[src/rtl/bcd_disp_mux.sv]
`default_nettype none
// ============================================================================
// Module  : bcd_disp_mux
// Brief   : Four-digit multiplexed 7-segment driver with a once-per-frame
//           snapshot and optional leading-zero blanking.
// Revision: 1.0 - initial release
// ============================================================================
module bcd_disp_mux #(
    parameter int N = 18
) (
    input  logic       clk,
    input  logic       rst,
    input  logic       en,
    input  logic [3:0] d3,
    input  logic [3:0] d2,
    input  logic [3:0] d1,
    input  logic [3:0] d0,
    input  logic [3:0] dp_in,
    input  logic       blank_lz,
    output logic [3:0] an,
    output logic [7:0] sseg
);

    logic [N-1:0] q;
    logic [3:0]   sh3, sh2, sh1, sh0, sh_dp;
    logic [1:0]   slot;
    logic         frame_end;
    logic [3:0]   digit;
    logic         dp_bit;
    logic         lz_zero;
    logic [6:0]   seg7;
    logic [3:0]   an_nxt;
    logic [7:0]   sseg_nxt;

    assign slot      = q[N-1:N-2];
    assign frame_end = &q;

    always_ff @(posedge clk or posedge rst) begin
        if (rst) begin
            q <= '0;
        end else begin
            q <= q + 1'b1;
        end
    end

    // Snapshot taken on the last clock of a frame so a frame never mixes values.
    always_ff @(posedge clk or posedge rst) begin
        if (rst) begin
            sh3   <= 4'd0;
            sh2   <= 4'd0;
            sh1   <= 4'd0;
            sh0   <= 4'd0;
            sh_dp <= 4'd0;
        end else if (frame_end) begin
            sh3   <= d3;
            sh2   <= d2;
            sh1   <= d1;
            sh0   <= d0;
            sh_dp <= dp_in;
        end
    end

    always_comb begin
        digit   = sh0;
        lz_zero = 1'b0;
        case (slot)
            2'd0: begin digit = sh0; lz_zero = 1'b0; end
            2'd1: begin digit = sh1; lz_zero = (sh3 == 4'd0) && (sh2 == 4'd0) && (sh1 == 4'd0); end
            2'd2: begin digit = sh2; lz_zero = (sh3 == 4'd0) && (sh2 == 4'd0); end
            default: begin digit = sh3; lz_zero = (sh3 == 4'd0); end
        endcase
        dp_bit = sh_dp[slot];

        case (digit)
            4'd0:    seg7 = 7'h40;
            4'd1:    seg7 = 7'h79;
            4'd2:    seg7 = 7'h24;
            4'd3:    seg7 = 7'h30;
            4'd4:    seg7 = 7'h19;
            4'd5:    seg7 = 7'h12;
            4'd6:    seg7 = 7'h02;
            4'd7:    seg7 = 7'h78;
            4'd8:    seg7 = 7'h00;
            4'd9:    seg7 = 7'h10;
            default: seg7 = 7'h3F;
        endcase

        an_nxt   = 4'b1111;
        sseg_nxt = 8'hFF;
        if (en && !(blank_lz && lz_zero)) begin
            an_nxt   = ~(4'b0001 << slot);
            sseg_nxt = {~dp_bit, seg7};
        end
    end

    always_ff @(posedge clk or posedge rst) begin
        if (rst) begin
            an   <= 4'b1111;
            sseg <= 8'hFF;
        end else begin
            an   <= an_nxt;
            sseg <= sseg_nxt;
        end
    end

endmodule
`default_nettype wire
[config.mk]
export PLATFORM = sky130hd
export DESIGN_NAME = bcd_disp_mux
export DESIGN_NICKNAME = d
export VERILOG_FILES = /design/src/rtl/bcd_disp_mux.sv
export SDC_FILE = /design/constraint.sdc
export NUM_CORES = 1
export LEC_CHECK = 0
export BUFFER_PORTS_ARGS = -buffer_cell sky130_fd_sc_hd__clkbuf_2
export CAP_MARGIN = 20
export CORE_ASPECT_RATIO = 1.1
export CORE_UTILIZATION = 55
export DETAILED_ROUTE_END_ITERATION = 6
export PLACE_DENSITY = 0.78
export SYNTH_ARGS = -nofsm -noshare
export SYNTH_HDL_FRONTEND = slang
export SYNTH_SLANG_ARGS = --single-unit
[constraint.sdc]
create_clock -name clk -period 4 [get_ports clk]
set_input_delay 0.8 -clock clk [delete_from_list [all_inputs] [get_ports clk]]
set_output_delay 0.8 -clock clk [all_outputs]
set_load 0.02 [all_outputs]
==> impl_metrics.csv, run 1 <==
group,metric,value,unit
status,outcome,"complete, no violations",
critical_path,path_cells,"ha_1, nand3_1, nor4_1, nand4_1, buf_4, mux2_2",
detailed_routing,drt_iter0_drc,85,
final_layout,fin_area,2521,um^2
detailed_routing,dr.pass1.iters,4,
sta,setup_tns,0,ns
final_layout,finalNetCount,236,
critical_path,cp.arrival,2.77,ns
critical_path,critPathLaunchType,"flip-flop",
yosys,ys_top_cells_by_area,"dfrtp_1, dfstp_2, mux2_2",
yosys,syn-num-nets,199,
cts,cts_resized,0,
sta,period_minus_slack,2.595,ns
cts,cts_buffers,5,
sta,timing.fmax,385.4,MHz
critical_path,crit_type,"flip-flop to flip-flop",
yosys,synthTopCellsByCount,"dfrtp_1, mux2_2, dfstp_2, nand3_1, nand2_1",
yosys,synth_top_area_share,43.16,%
yosys,synth_flop_cell,"dfrtp_1",
yosys,synth-edff-count,0,
yosys,yosysMostFrequentCell,"dfrtp_1",
cts,post_cts.repair.setup_buffers,0,
yosys,synth_area,2203,um^2
grt,grt_util_all_layers,21.22,%
detailed_routing,avgRoutedWirePerCell,15.30,um
grt,grt_pass1_vias,1480,
cts,clockBufferDepth,2,
place,place.gp.congestion,0.8058,
power_and_ir_drop,power_leakage,1.144,nW
cts,clkLatencyLatePin,0.30,ns
grt,grt_start_max_net_pins,51,
cts,clockRootBuffer,"clkbuf_8",
sta,worst_slew_pin_slew,0.6313,ns
sta,relSlewSlack,57.53,%
detailed_routing,routed_wl,3962,um
die,die_w,62.35,um
yosys,synthArstFlopShare,100.0,%
power_and_ir_drop,vdd_ir_drop_max,239.7,uV
critical_path,slowest_stage,"nor4_1",
place,dpl_cell_area,2411,um^2
place,placed_cells,250,
critical_path,worstPathRequired,4.18,ns
yosys,synth-simple-area-share,13.06,%
grt,grt_pass1_wl,6665,um
cts,clkTransAtPathRegs,0.08,ns
critical_path,cp_max_fo,14,
place,dp_hpwl,3031,um
sta,drv_slew,0,
sta,period_share,64.87,%
detailed_routing,routed_via_density,5.676,
yosys,synth_top_cell_by_area,"dfrtp_1",
yosys,yosysWarnings,0,
die,start_util,58.90,%
place,io_buffers,35,
detailed_routing,drt.antenna.violating_nets,0,
grt,antenna_found_initial,0,
final_layout,final_util,67.39,%
cts,tritoncts,"yes",
cts,clock-sinks,50,
critical_path,r2r_slack,1.41,ns
yosys,ys_types,30,
worst_hold_path,worstHoldPathType,"flip-flop to flip-flop",
yosys,ys_seq_elements,50,
yosys,synth_top_family_by_area,"multiplexers",
die,placementRows,23,
yosys,yosys-mux-area-fraction,15.50,%
critical_path,max_stage_delay,0.60,ns
critical_path,worst_setup_path_end_kind,"flip-flop",
yosys,synth-compound-area-share,2.612,%
die,core-area,3741,um^2
run,drv_cap,0,
yosys,synth_cells,171,
sta,hold_violations,0,
die,pin_count,36,
power_and_ir_drop,fin_total_pwr,0.0008914,W
cts,cts_hold_buffers,0,
sta,finalSetupViolations,0,
detailed_routing,drc,0,
cts,ctsHtreeMaxLevel,2,
power_and_ir_drop,powerDensity,353.6,nW/um^2
yosys,synth_xor_area_share,6.360,%
die,die_area,4264,um^2
final_layout,area_growth,14.42,%
grt,overflow,0,
yosys,syn_avg_cell_area,12.89,um^2
sta,skew,0.006404,ns
sta,rsz0062_at_grt,"no",
yosys,seq_area_frac_synth,57.47,%
die,die_y,68.39,um
final_layout,fin_cells,259,
yosys,synth_fa_ha_area_share,2.271,%
final_layout,antenna_cells,0,
final_layout,drive_gt1_share,36.36,%
detailed_routing,via_count,1470,
state kept, by name (all words and copies together), names as in the netlist:
| register | cells |
|---|---|
| an | 4 |
| sh0 | 4 |
| sh2 | 4 |
| q | 18 |
| sh1 | 4 |
| sh_dp | 4 |
| sh3 | 4 |
| sseg | 8 |
cells by family after synthesis:
group,Yosys count
compound gates,9
xor+xnor,16
fa+ha+maj,4
buf+inv,13
flops,50
mux,25
simple gates,54
critical path, delay by kind of cell (launching register included):
family	cells	cell delay (ns)
buffers and inverters	1	0.35
adder cells (fa/ha/maj)	1	0.20
AND/OR/NAND/NOR	3	1.24
flip-flops	1	0.40
multiplexers	1	0.29
cells in the final DEF, fill, tap and decap left out, drive strengths merged, types with 6 or more instances in the layout:
cell type / instances
clkbuf: 43
dfrtp: 38
dfstp: 12
inv: 6
mux2: 20
nand2: 11
nand3: 12
nand4: 7
nor2: 7
xnor2: 10
xor2: 6
layer usage:
metal / wire (um) / share of wire (%) / vias to the layer above / track usage (%)
li1: - / - / 680 / -
met1: 1390 / 35 / 748 / 20.40
met2: 2345 / 59 / 32 / 42.72
met3: 134 / 3.4 / 10 / 5.667
met4: 92 / 2.3 / 0 / 9.884
met5: 0 / 0 / - / 0
final timing paths:
| check | startpoint | end | cells after the start |
|---|---|---|---|
| min | q[0]$_DFF_PP0_ | q[0]$_DFF_PP0_ | 1 |
| min in group asynchronous | rst | an[2]$_DFF_PP1_ | 2 |
| max | q[0]$_DFF_PP0_ | sh3[2]$_DFFE_PP0P_ | 6 |
| min reg2reg | q[0]$_DFF_PP0_ | q[0]$_DFF_PP0_ | 1 |
| max reg2reg | q[0]$_DFF_PP0_ | sh3[2]$_DFFE_PP0P_ | 6 |
| max in group asynchronous | rst | an[1]$_DFF_PP1_ | 3 |
through the flow:
| stage | hold slack, ns | setup WS [ns] |
|---|---|---|
| finish | 0.4840 | 1.405 |
| global route | 0.4972 | 1.291 |
| CTS | 0.4875 | 1.404 |
| detailed placement | 0.4718 | 1.423 |
| global placement | 0.4538 | 1.681 |
| floorplan | 0.4386 | 2.019 |
report_power, final:
group | internal, W | switching (W) | leakage (nW) | total [W]
Combinational | 0.0000314 | 0.0000370 | 0.502 | 0.0000684
Sequential | 0.000525 | 0.00000898 | 0.597 | 0.000534
Clock | 0.000141 | 0.000148 | 0.0455 | 0.000289
Total | 0.000698 | 0.000194 | 1.14 | 0.000891
cell type report:
cell class | count | area (um^2)
Clock buffer | 8 | 90.09
Multi-Input combinational cell | 108 | 877.1
Timing Repair Buffer | 37 | 202.7
Tap cell | 50 | 62.56
Fill cell | 276 | 1220
Inverter | 6 | 22.52
Sequential cell | 50 | 1266
Power figures use the tool's default switching activity.
==> run 2, diff against run 1 <==
- ABC_AREA: not set -> 1
- PLACE_DENSITY: 0.78 -> 0.77
- clock period: 4 -> 2.5 ns (I/O delays scaled with it)
==> run 2 against run 1 <==
  * Cell area is 11% higher
  * Critical path type unchanged
  * Largest power group unchanged
  * Hold slack worse by 0.14 ns
  * Die area is 12% higher
  * Flip-flop and latch count stayed put
  * Global-route usage is 1.9 points higher
  * Clock skew is 0.0028 ns higher
  * Register-to-register slack worse by 0.90 ns
  * Core utilization is 2.6 points lower
  * First-iteration DRC count is 79% higher
  * Maximum frequency is 30% higher
==> impl_metrics.csv, run 2 <==
group,metric,value,unit
status,outcome,"complete, no violations",
cts,cts_resized,0,
power_and_ir_drop,vdd_ir_drop_max,263.5,uV
yosys,syn-num-nets,321,
worst_hold_path,worstHoldPathType,"primary input to async pin",
cts,clkTransAtPathRegs,0.09,ns
die,placementRows,25,
cts,cts_hold_buffers,0,
cts,clock-sinks,50,
place,dpl_cell_area,2683,um^2
final_layout,final_common_cell,"nand2_1",
critical_path,worstPathRequired,2.70,ns
cts,cts_buffers,5,
sta,setup_tns,0,ns
place,place.gp.congestion,0.9120,
critical_path,critPathLaunchType,"flip-flop",
sta,hold_violations,0,
yosys,synth_top_area_share,38.31,%
final_layout,reg_top3,"q x18, sseg x8",
sta,rsz0062_at_grt,"no",
yosys,syn_avg_cell_area,8.472,um^2
yosys,synth_area,2482,um^2
die,die_area,4786,um^2
detailed_routing,avgRoutedWirePerCell,12.69,um
critical_path,worst_setup_path_end_kind,"flip-flop",
final_layout,drive_gt1_share,22.29,%
final_layout,nFillCells,363,
critical_path,reg2reg_depth,8,
final_layout,fin_area,2795,um^2
critical_path,reg2reg_from,"q[0]$_DFF_PP0_",
run,drv_cap,0,
place,dp_hpwl,3530,um
final_layout,finalNetCount,359,
grt,grt_pass1_vias,1831,
final_layout,antenna_cells,0,
cts,tritoncts,"yes",
yosys,seq_area_frac_synth,51.01,%
sta,worst_slew_pin_slew,0.8537,ns
critical_path,cp_max_fo,20,
grt,grt_start_max_net_pins,44,
yosys,synthTopCellsByCount,"nand2_1, nand3_1, dfrtp_1, inv_1, nor2_1",
critical_path,cp.arrival,2.19,ns
yosys,ys_seq_elements,50,
yosys,synthArstFlopShare,100.0,%
power_and_ir_drop,power_leakage,1.443,nW
detailed_routing,drc,0,
cts,clockBufferDepth,2,
critical_path,r2r_slack,0.51,ns
final_layout,largest_register,"q",
sta,finalSetupViolations,0,
detailed_routing,drt.antenna.violating_nets,0,
yosys,synth-edff-count,0,
grt,grt_util_all_layers,23.07,%
power_and_ir_drop,fin_total_pwr,0.001430,W
grt,antenna_found_initial,0,
detailed_routing,dr.pass1.iters,5,
critical_path,r2r-end,"sh2[2]$_DFFE_PP0P_",
cts,post_cts.repair.setup_buffers,0,
yosys,synth_flop_cell,"dfrtp_1",
yosys,yosysMostFrequentCell,"nand2_1",
detailed_routing,routed_wl,4898,um
place,io_buffers,35,
final_layout,register_area,1266,um^2
yosys,ys_types,26,
die,core-area,4317,um^2
yosys,ys_top_cells_by_area,"dfrtp_1, nand2_1, dfstp_2",
yosys,yosysWarnings,0,
die,die_w,66.06,um
die,die_y,72.46,um
cts,clockRootBuffer,"clkbuf_8",
final_layout,multi_input_area,1057,um^2
sta,setup_slack,0.5101,ns
yosys,synth_cells,293,
grt,grt_pass1_wl,8293,um
cts,clkLatencyLatePin,0.30,ns
critical_path,crit_type,"flip-flop to flip-flop",
detailed_routing,via_count,2021,
sta,relSlewSlack,43.00,%
grt,overflow,0,
detailed_routing,routed_via_density,5.236,
final_layout,area_growth,12.60,%
cts,ctsHtreeMaxLevel,2,
place,dp_slack,0.5298,ns
final_layout,final_cell_mix,"nand2_1, nand3_1, dfrtp_1",
die,start_util,57.51,%
sta,drv_slew,0,
sta,period_minus_slack,1.990,ns
power_and_ir_drop,powerDensity,511.7,nW/um^2
die,pin_count,36,
yosys,synth_top_cell_by_area,"dfrtp_1",
final_layout,largest_reg_flops,18,
sta,skew,0.009168,ns
sta,period_share,79.60,%
detailed_routing,drt_iter0_drc,152,
sta,timing.fmax,502.5,MHz
[run 2: worst max path at each step]
stage / to / from / cells past startpoint / slack [ns]
after floorplan: q[0]$_DFF_PP0_ / rst / 1 / 0.82
after global placement: sh3[0]$_DFFE_PP0P_ / q[0]$_DFF_PP0_ / 8 / 0.59
after detailed placement: sh2[2]$_DFFE_PP0P_ / q[0]$_DFF_PP0_ / 8 / 0.53
after CTS: sh2[2]$_DFFE_PP0P_ / q[0]$_DFF_PP0_ / 8 / 0.50
after global routing: sh3[2]$_DFFE_PP0P_ / q[0]$_DFF_PP0_ / 8 / 0.34
final: sh2[2]$_DFFE_PP0P_ / q[0]$_DFF_PP0_ / 8 / 0.51
[run 2: power breakdown]
part,total (W),switching [W],internal [W]
clock network,0.000572,0.000272,0.000300
registers,0.000814,0.000000620,0.000813
logic,0.0000444,0.0000271,0.0000173
[run 2: critical path: stages (launching register included)]
cell     delay (ns)
dfrtp_1        0.43
ha_1           0.22
nand3_2        0.12
nor2_4         0.18
nand2_4        0.10
nor2_4         0.11
nand4_2        0.43
nand2_1        0.22
nand2_1        0.07
[run 2: layer usage]
layer  vias to the layer above  GRT usage [%]  wire, um
met5                         -              0         0
met4                         0          6.856        56
met3                         5          5.346       304
met2                        77          36.85      2269
met1                       931          31.39      2267
li1                       1008              -         -
[run 2: final cells by class]
type / instances / area share (%)
multi-input combinational: 212 / 37.82
clock inverter: 3 / 1.567
inverter: 23 / 3.089
clock buffer: 5 / 2.462
tap: 54 / 2.417
sequential: 50 / 45.30
timing repair buffer: 39 / 7.341
[run 2: cell families after synthesis]
family                     count (synthesis)  share of synthesized area [%]
and+or+nand+nor                          187                          34.22
DFF                                       50                          51.01
buffers and inverters                     31                          6.401
xor gates and xnor gates                  14                          4.940
AOI/OAI and AO/OA                          7                          1.411
adders and majority gates                  4                          2.016
[run 2: stage by stage]
stage | hold slack (ns) | cells | utilization [%]
after floorplan | 0.4447 | 293 | -
after global placement | 0.4672 | 378 | 62.14
after detailed placement | 0.4668 | 378 | 62.14
after CTS | 0.3742 | 386 | 64.75
after global routing | 0.4025 | 386 | 64.75
final | 0.3448 | 386 | 64.75
